File: config.mk
export PLATFORM = sky130hd
export DESIGN_NAME = rom_rd_responder_flat
export DESIGN_NICKNAME = d
export VERILOG_FILES = /design/src/rtl/rom_rd_responder_if.sv /design/src/rtl/rom_rd_responder.sv /design/src/flat_wrapper.sv
export SDC_FILE = /design/constraint.sdc
export NUM_CORES = 1
export LEC_CHECK = 0
export ABC_AREA = 1
export BUFFER_PORTS_ARGS = -buffer_cell sky130_fd_sc_hd__buf_2
export CORE_UTILIZATION = 45
export DETAILED_ROUTE_END_ITERATION = 6
export PLACE_DENSITY = 0.68
export SETUP_SLACK_MARGIN = 0.2
export SLEW_MARGIN = 20
export SYNTH_ARGS = -nofsm -noshare
export SYNTH_HDL_FRONTEND = slang
export SYNTH_SLANG_ARGS = --single-unit
File: constraint.sdc
create_clock -name clk -period 3.7 [get_ports clk]
set_input_delay 0 -clock clk [delete_from_list [all_inputs] [get_ports clk]]
set_output_delay 0 -clock clk [all_outputs]
set_load 0.01 [all_outputs]
File: src/rtl/rom_rd_responder_if.sv
// rtl/rom_rd_responder_if.sv - cache-side and SDRAM-side signal bundle for the ROM read responder
interface rom_rd_responder_if #(
    parameter int ADDR_W = 17,
    parameter int MEM_AW = 16
);
    logic              rom_req;
    logic [ADDR_W-1:0] rom_addr;
    logic [15:0]       rom_data;
    logic              rom_valid;
    logic              invalidate;
    logic              mem_req;
    logic [MEM_AW-1:0] mem_addr;
    logic              mem_ack;
    logic [31:0]       mem_data;

    modport slave (
        input  rom_req, rom_addr, invalidate, mem_ack, mem_data,
        output rom_data, rom_valid, mem_req, mem_addr
    );

    modport master (
        output rom_req, rom_addr, invalidate, mem_ack, mem_data,
        input  rom_data, rom_valid, mem_req, mem_addr
    );
endinterface

File: src/rtl/rom_rd_responder.sv
// rtl/rom_rd_responder.sv - ROM read responder with a one-pair line buffer in front of the SDRAM read port
module rom_rd_responder #(
    parameter int ADDR_W = 17,
    parameter int MEM_AW = 16
) (
    input  logic               clk,
    input  logic               reset,
    rom_rd_responder_if.slave  bus
);
    typedef enum logic {IDLE, FETCH} state_t;

    state_t            state, state_n;
    logic              mem_req_r, mem_req_n;
    logic [MEM_AW-1:0] mem_addr_r, mem_addr_n;
    logic [31:0]       buf_data, buf_data_n;
    logic [MEM_AW-1:0] buf_tag, buf_tag_n;
    logic              buf_valid, buf_valid_n;
    logic              ready_r, ready_n;
    logic [ADDR_W-1:0] served_addr, served_n;
    logic [ADDR_W-1:0] req_addr, req_addr_n;
    logic              discard, discard_n;

    logic addr_match, new_req, hit;

    assign addr_match = (bus.rom_addr == served_addr);
    assign new_req    = bus.rom_req && !(ready_r && addr_match);
    assign hit        = buf_valid && (bus.rom_addr[ADDR_W-1:1] == buf_tag);

    assign bus.rom_valid = ready_r && bus.rom_req && addr_match;
    assign bus.rom_data  = served_addr[0] ? buf_data[31:16] : buf_data[15:0];
    assign bus.mem_req   = mem_req_r;
    assign bus.mem_addr  = mem_addr_r;

    always_ff @(posedge clk) begin
        if (reset) begin
            state       <= IDLE;
            mem_req_r   <= 1'b0;
            mem_addr_r  <= '0;
            buf_data    <= '0;
            buf_tag     <= '0;
            buf_valid   <= 1'b0;
            ready_r     <= 1'b0;
            served_addr <= '0;
            req_addr    <= '0;
            discard     <= 1'b0;
        end else begin
            state       <= state_n;
            mem_req_r   <= mem_req_n;
            mem_addr_r  <= mem_addr_n;
            buf_data    <= buf_data_n;
            buf_tag     <= buf_tag_n;
            buf_valid   <= buf_valid_n;
            ready_r     <= ready_n;
            served_addr <= served_n;
            req_addr    <= req_addr_n;
            discard     <= discard_n;
        end
    end

    always_comb begin
        state_n     = state;
        mem_req_n   = mem_req_r;
        mem_addr_n  = mem_addr_r;
        buf_data_n  = buf_data;
        buf_tag_n   = buf_tag;
        buf_valid_n = buf_valid;
        ready_n     = ready_r;
        served_n    = served_addr;
        req_addr_n  = req_addr;
        discard_n   = discard;
        case (state)
            IDLE: begin
                if (bus.invalidate) begin
                    buf_valid_n = 1'b0;
                    ready_n     = 1'b0;
                end
                // An invalidate in the same cycle wins over a buffer hit.
                if (new_req) begin
                    if (hit && !bus.invalidate) begin
                        served_n = bus.rom_addr;
                        ready_n  = 1'b1;
                    end else begin
                        ready_n    = 1'b0;
                        mem_req_n  = 1'b1;
                        mem_addr_n = bus.rom_addr[ADDR_W-1:1];
                        req_addr_n = bus.rom_addr;
                        state_n    = FETCH;
                    end
                end else if (!bus.rom_req) begin
                    ready_n = 1'b0;
                end
            end
            FETCH: begin
                if (bus.invalidate) discard_n = 1'b1;
                // The fetch always completes; stale addresses simply fail the valid compare.
                if (bus.mem_ack) begin
                    mem_req_n   = 1'b0;
                    buf_data_n  = bus.mem_data;
                    buf_tag_n   = mem_addr_r;
                    buf_valid_n = !(discard || bus.invalidate);
                    served_n    = req_addr;
                    ready_n     = 1'b1;
                    discard_n   = 1'b0;
                    state_n     = IDLE;
                end
            end
            default: state_n = IDLE;
        endcase
    end
endmodule

File: src/flat_wrapper.sv
// flat-port wrapper written by rule: the top's interface ports become plain ports
module rom_rd_responder_flat 
#(
    parameter int ADDR_W = 17,
    parameter int MEM_AW = 16
)
  (clk, reset, bus_rom_req, bus_rom_addr, bus_invalidate, bus_mem_ack, bus_mem_data, bus_rom_data, bus_rom_valid, bus_mem_req, bus_mem_addr);
  rom_rd_responder_if #(.ADDR_W(ADDR_W), .MEM_AW(MEM_AW)) bus_i ();
  input  logic clk;
  input  logic reset;
  input wire logic [$bits(bus_i.rom_req)-1:0] bus_rom_req;
  input wire logic [$bits(bus_i.rom_addr)-1:0] bus_rom_addr;
  input wire logic [$bits(bus_i.invalidate)-1:0] bus_invalidate;
  input wire logic [$bits(bus_i.mem_ack)-1:0] bus_mem_ack;
  input wire logic [$bits(bus_i.mem_data)-1:0] bus_mem_data;
  output wire logic [$bits(bus_i.rom_data)-1:0] bus_rom_data;
  output wire logic [$bits(bus_i.rom_valid)-1:0] bus_rom_valid;
  output wire logic [$bits(bus_i.mem_req)-1:0] bus_mem_req;
  output wire logic [$bits(bus_i.mem_addr)-1:0] bus_mem_addr;
  assign bus_i.rom_req = bus_rom_req;
  assign bus_i.rom_addr = bus_rom_addr;
  assign bus_i.invalidate = bus_invalidate;
  assign bus_i.mem_ack = bus_mem_ack;
  assign bus_i.mem_data = bus_mem_data;
  assign bus_rom_data = bus_i.rom_data;
  assign bus_rom_valid = bus_i.rom_valid;
  assign bus_mem_req = bus_i.mem_req;
  assign bus_mem_addr = bus_i.mem_addr;
  rom_rd_responder #(.ADDR_W(ADDR_W), .MEM_AW(MEM_AW)) u_core (.clk(clk), .reset(reset), .bus(bus_i));
endmodule
* Word-level counts from Yosys, hierarchy flattened
Cells that the tools add are included.
** Storage, ports and cells
- Register bits after elaboration :: 103
- Bits of input ports :: 54
- Output and inout bits :: 34
- Word-level logic and storage cells :: 61
** Cells by class
- Equal/unequal tests :: 8
- Multiplexer cells :: 23
- Bitwise operators :: 2
- Reduce and logical (&&, ||, !) cells :: 18
** Operators by type and width (count)
- 17-bit two-way mux :: 3
- 17-bit case mux with 2 select lines :: 1
- 17-bit == test :: 1
- 16-bit == test :: 1
- 16-bit two-way mux :: 1
- 1-bit two-way mux :: 14
- 3-bit AND reduction :: 3
- 1-bit case mux with 2 select lines :: 4
- 2-bit AND reduction :: 4
- 1-bit logical AND :: 6
- 2-bit inequality test (second input constant) :: 3
- 2-bit by 1-bit inequality test with 1-bit output (second input constant) :: 2
- 4-bit by 3-bit inequality test with 1-bit output (second input constant) :: 1
- 1-bit zero test :: 3
- 1-bit inverter :: 2
- 2-bit nonzero test :: 1
- 1-bit logical OR :: 1

* Depth between registers and ports, before layout
- Word-level depth :: 6
- Mapped depth :: 14
- Gate-level depth less buffers :: 13

* Worst setup path after synthesis
No wires, ideal clock.
- Path type :: flip-flop to flip-flop
- Start point :: register u_core.buf_tag[10]
- End point :: register u_core.req_addr[0]
- Setup time :: 0.116 ns
- Arrival :: 1.291 ns
- Data required time :: 3.584 ns
- Path slack :: 2.293 ns
- Cell stages (with the launch flop) :: 13
- Path buffers :: 1
- Period minus slack after synthesis :: 1.407 ns
- Cells stage by stage :: dfxtp_1 inv_1 o21ai_0 nor2_1 nand2_1 nor2_1 nand3_1 nand2_2 nor2_4 inv_4 buf_6 nor2_1 nor2_1
** On the way
- Longest elaborated chain between the ends :: 5
** Ends and longest elaborated chain
- start: declaration :: RTL line rom_rd_responder.sv:16 : logic [MEM_AW-1:0] buf_tag, buf_tag_n;
- start signal: assignment :: RTL line rom_rd_responder.sv:51 : buf_tag <= buf_tag_n;
- 16-bit == test :: RTL line rom_rd_responder.sv:27 : assign hit = buf_valid && (bus.rom_addr[ADDR_W-1:1] == buf_tag);
- 1-bit logical AND :: RTL line rom_rd_responder.sv:27
- 1-bit logical AND :: RTL line rom_rd_responder.sv:79 : if (hit && !bus.invalidate) begin
- 1-bit inverter (no line)
- 3-bit AND reduction (no line)
- end signal: assignment :: RTL line rom_rd_responder.sv:55 : req_addr <= req_addr_n;
- end: declaration :: RTL line rom_rd_responder.sv:20 : logic [ADDR_W-1:0] req_addr, req_addr_n;
Every way passes these cells.
A chain may end at the register's enable or synchronous reset.

* Worst setup path after layout
- Start point :: register u_core.served_addr[0]
- End point :: register u_core.req_addr[5]
** On the way
- Longest elaborated chain between the ends :: 5
** Ends and longest elaborated chain
- start: declaration :: RTL line rom_rd_responder.sv:19 : logic [ADDR_W-1:0] served_addr, served_n;
- start signal: assignment :: RTL line rom_rd_responder.sv:54 : served_addr <= served_n;
- 17-bit == test :: RTL line rom_rd_responder.sv:25 : assign addr_match = (bus.rom_addr == served_addr);
- 1-bit logical AND :: RTL line rom_rd_responder.sv:26 : assign new_req = bus.rom_req && !(ready_r && addr_match);
- 1-bit zero test :: RTL line rom_rd_responder.sv:26
- 1-bit logical AND :: RTL line rom_rd_responder.sv:26
- 3-bit AND reduction (no line)
Every way passes these cells.

==> run summary <==
crit path max fanout - 20
cell leakage power - 2.51 nW
GPL Wtd Cong - 0.885
vias per std cell - 4.90
fill count - 844
outcome - finished with violations
FF-to-FF Start - u_core.served_addr[0]
Setup Buffers After CTS - 0
Logic pwr share - 0.181
CP Launch Point - u_core.served_addr[0]
Switch Pwr - 570 uW
RSZ-0062 raised after global routing - false
CP endpoint - u_core.req_addr[5]
drt initial violations - 298
chip height - 98.4 um
commonest cells in the netlist - 160 x nand2_1, 152 x nor2_1, 87 x dfxtp_1
worst skew pair latency - 0.34 ns
CTS buffer count - 9
Critical R2R Capture - u_core.req_addr[5]
Synth Warn # - 0
Vias - 4206
# H-tree levels - 3
Worst Path Arrival - 2.48 ns
ant diodes - 0
Total GRT Usage - 0.235
hold_ws - 0.0488 ns
Pre-Repair DR Iteration Count - 6
Die Width - 98.4 um
initial antenna violation count - 0
Max Clock Skew - 0.00890 ns
area share of the largest cell type after synthesis - 0.417
Post-synth ARST share - 0
share of layout cells above drive strength 1 - 0.161
Root Driver - clkbuf_8
Worst-Margin Slew - 0.982 ns
Clock Path Buffers - 2
Max Clk Rate - 446 MHz
largest area contributor in the netlist - dfxtp_1
Post-synth EDFFs - 0
CTS tree - built
dominant cells by area after synthesis - dfxtp_1 42%, nand2_1 14%, nor2_1 14%
peak supply drop - 0.167 mV
Seq pwr share - 0.517
clk sinks - 87
first-pass GRT wire length - 18000 um
WL/cell - 13.1 um
post-route cell area - 0.00520 mm2
WP data required - 3.94 ns
Netlist cell types - 32
Int Power - 1.42 mW
Final setup viols - 0
crit start category - register
Inst Count DP - 792
Top FF cell, synth - dfxtp_1
DRC violations left - 4
failing checks - DRC
syn_area_per_cell - 6.55 um2
non-filler cells, final - 858
power density cells - 383 mW/mm2
Clock Pin Slew Worst Setup and Hold Paths - 0.09 ns
HPWL Detailed - 7450 um
Hold Path Class - in2reg
count leader, synth - nand2_1
vias in the first global route - 3810
fin crit period - 2.24 ns
Reg2Reg Depth - 8
synthesized instance count - 638
die area - 0.00968 mm2
synthesized net count - 692
crit path capture type - register
synthesized flop and latch total - 87
Layout area overhead - 24.3%
final worst-path cycle share - 0.606
CP Class - reg2reg
Area after DPL - 0.00451 mm2
Power, Total - 1.99 mW
Port-buffer cells - 87
Core Box Area - 0.00885 mm2
routed wire length - 11300 um
GRT Residual Overflow - 0
power share of the clock group - 0.302
max-cap violations - 0
nets - 800
effective utilization at floorplan - 0.473
Pins Over Slew Limit - 0
Final ANT Viol Nets - 0
Final Hold Viols - 0
largest net degree at the start of global routing - 57
sw frac - 0.287
TNS Setup - 0 ns
io pins - 88
sequential cell area fraction in the yosys report - 0.417
R2R setup slack - 1.46 ns
Post-Syn Area - 0.00418 mm2
max_slew headroom - 0.344
row cnt - 34
[cell usage in the layout (no fill, tap or decap), types with 2 or more instances in the layout]
| cell type | Yosys | routed |
|---|---|---|
| nor4_1 | 2 | 2 |
| dfxtp_1 | 87 | 87 |
| a21oi_1 | 7 | 7 |
| nand2_2 | 3 | 3 |
| buf_4 | 17 | 3 |
| inv_1 | 44 | 43 |
| dlygate4sd3_1 | 0 | 51 |
| clkbuf_8 | 0 | 11 |
| nand4_1 | 5 | 5 |
| xor2_1 | 6 | 6 |
| o22ai_1 | 8 | 8 |
| nor3b_1 | 2 | 2 |
| nor2_1 | 152 | 152 |
| o21ai_1 | 5 | 5 |
| buf_2 | 3 | 87 |
| inv_2 | 6 | 7 |
| nand2_1 | 160 | 160 |
| o21ai_0 | 82 | 82 |
| nand3_1 | 13 | 13 |
| clkinv_2 | 0 | 2 |
[cell families (layout without fill, tap and decap cells)]
family | count (synthesis) | count (layout) | synth area share
DFF | 87 | 87 | 0.417
xor gates and xnor gates | 7 | 7 | 0.0147
and+or+nand+nor | 344 | 344 | 0.330
buffers and inverters | 95 | 207 | 0.109
AOI/OAI and AO/OA | 105 | 105 | 0.130
[registers in the layout, summed over array words and instances (netlist names), 16 cells and up]
signal              cells
u_core.buf_data        32
u_core.req_addr        16
u_core.served_addr     17
u_core.buf_tag         16
[final cells by class]
type,count,area [um2],share of cell area
multi-input combinational,456,1980,0.382
sequential,87,1740,0.335
timing repair buffer,141,968,0.186
inverter,51,194,0.0373
clock buffer,12,155,0.0299
tap,108,135,0.0260
clock inverter,3,18.8,0.00361
[per-stage QoR]
step           utilization  setup WS, ns
6_report             0.587          1.46
5_1_grt              0.587          1.21
4_1_cts              0.587          1.44
3_5_place_dp         0.510          1.46
3_3_place_gp         0.510          1.55
2_1_floorplan            -          2.29
[worst max-delay path, stage by stage, from the launching register on]
cell     delay (ns)
dfxtp_1        0.78
xor2_1         0.28
nor2_2         0.07
nand3_2        0.09
nand2_2        0.08
nor2_4         0.43
inv_4          0.20
nor2_1         0.13
nor2_1         0.05
[worst min path at each step]
stage | from | end | slack [ns] | cells after the start
final | bus_mem_ack | u_core.state | 0.05 | 3
after CTS | bus_mem_ack | u_core.state | 0.03 | 3
after global routing | bus_mem_ack | u_core.state | 0.08 | 3
after global placement | bus_rom_addr[2] | u_core.req_addr[2] | 0.24 | 3
after floorplan | reset | u_core.buf_valid | 0.07 | 1
after detailed placement | bus_rom_addr[2] | u_core.req_addr[2] | 0.25 | 3
[repair_timing]
action / in CTS / in global routing
hold buffers: 51 / 0
endpoints found under the hold margin: 53 / 0
gates resized for setup: 0 / 0
[per-layer routing]
layer  global-route usage  share of wire  vias up
met4               0.0769          0.012        0
met5                    0              0        -
met3               0.0236          0.049       12
met2                0.379           0.45      113
li1                     -              -     2190
met1                0.329           0.49     1891
[power groups by stage]
stage	sequential (mW)	combinational [mW]	clock [mW]
after global placement	1.05	0.312	0
after detailed placement	1.05	0.317	0
final	1.03	0.361	0.600
after global routing	1.03	0.406	0.638
after floorplan	1.04	0.235	0
after CTS	1.03	0.359	0.610
(Power assumes the default switching activity.)
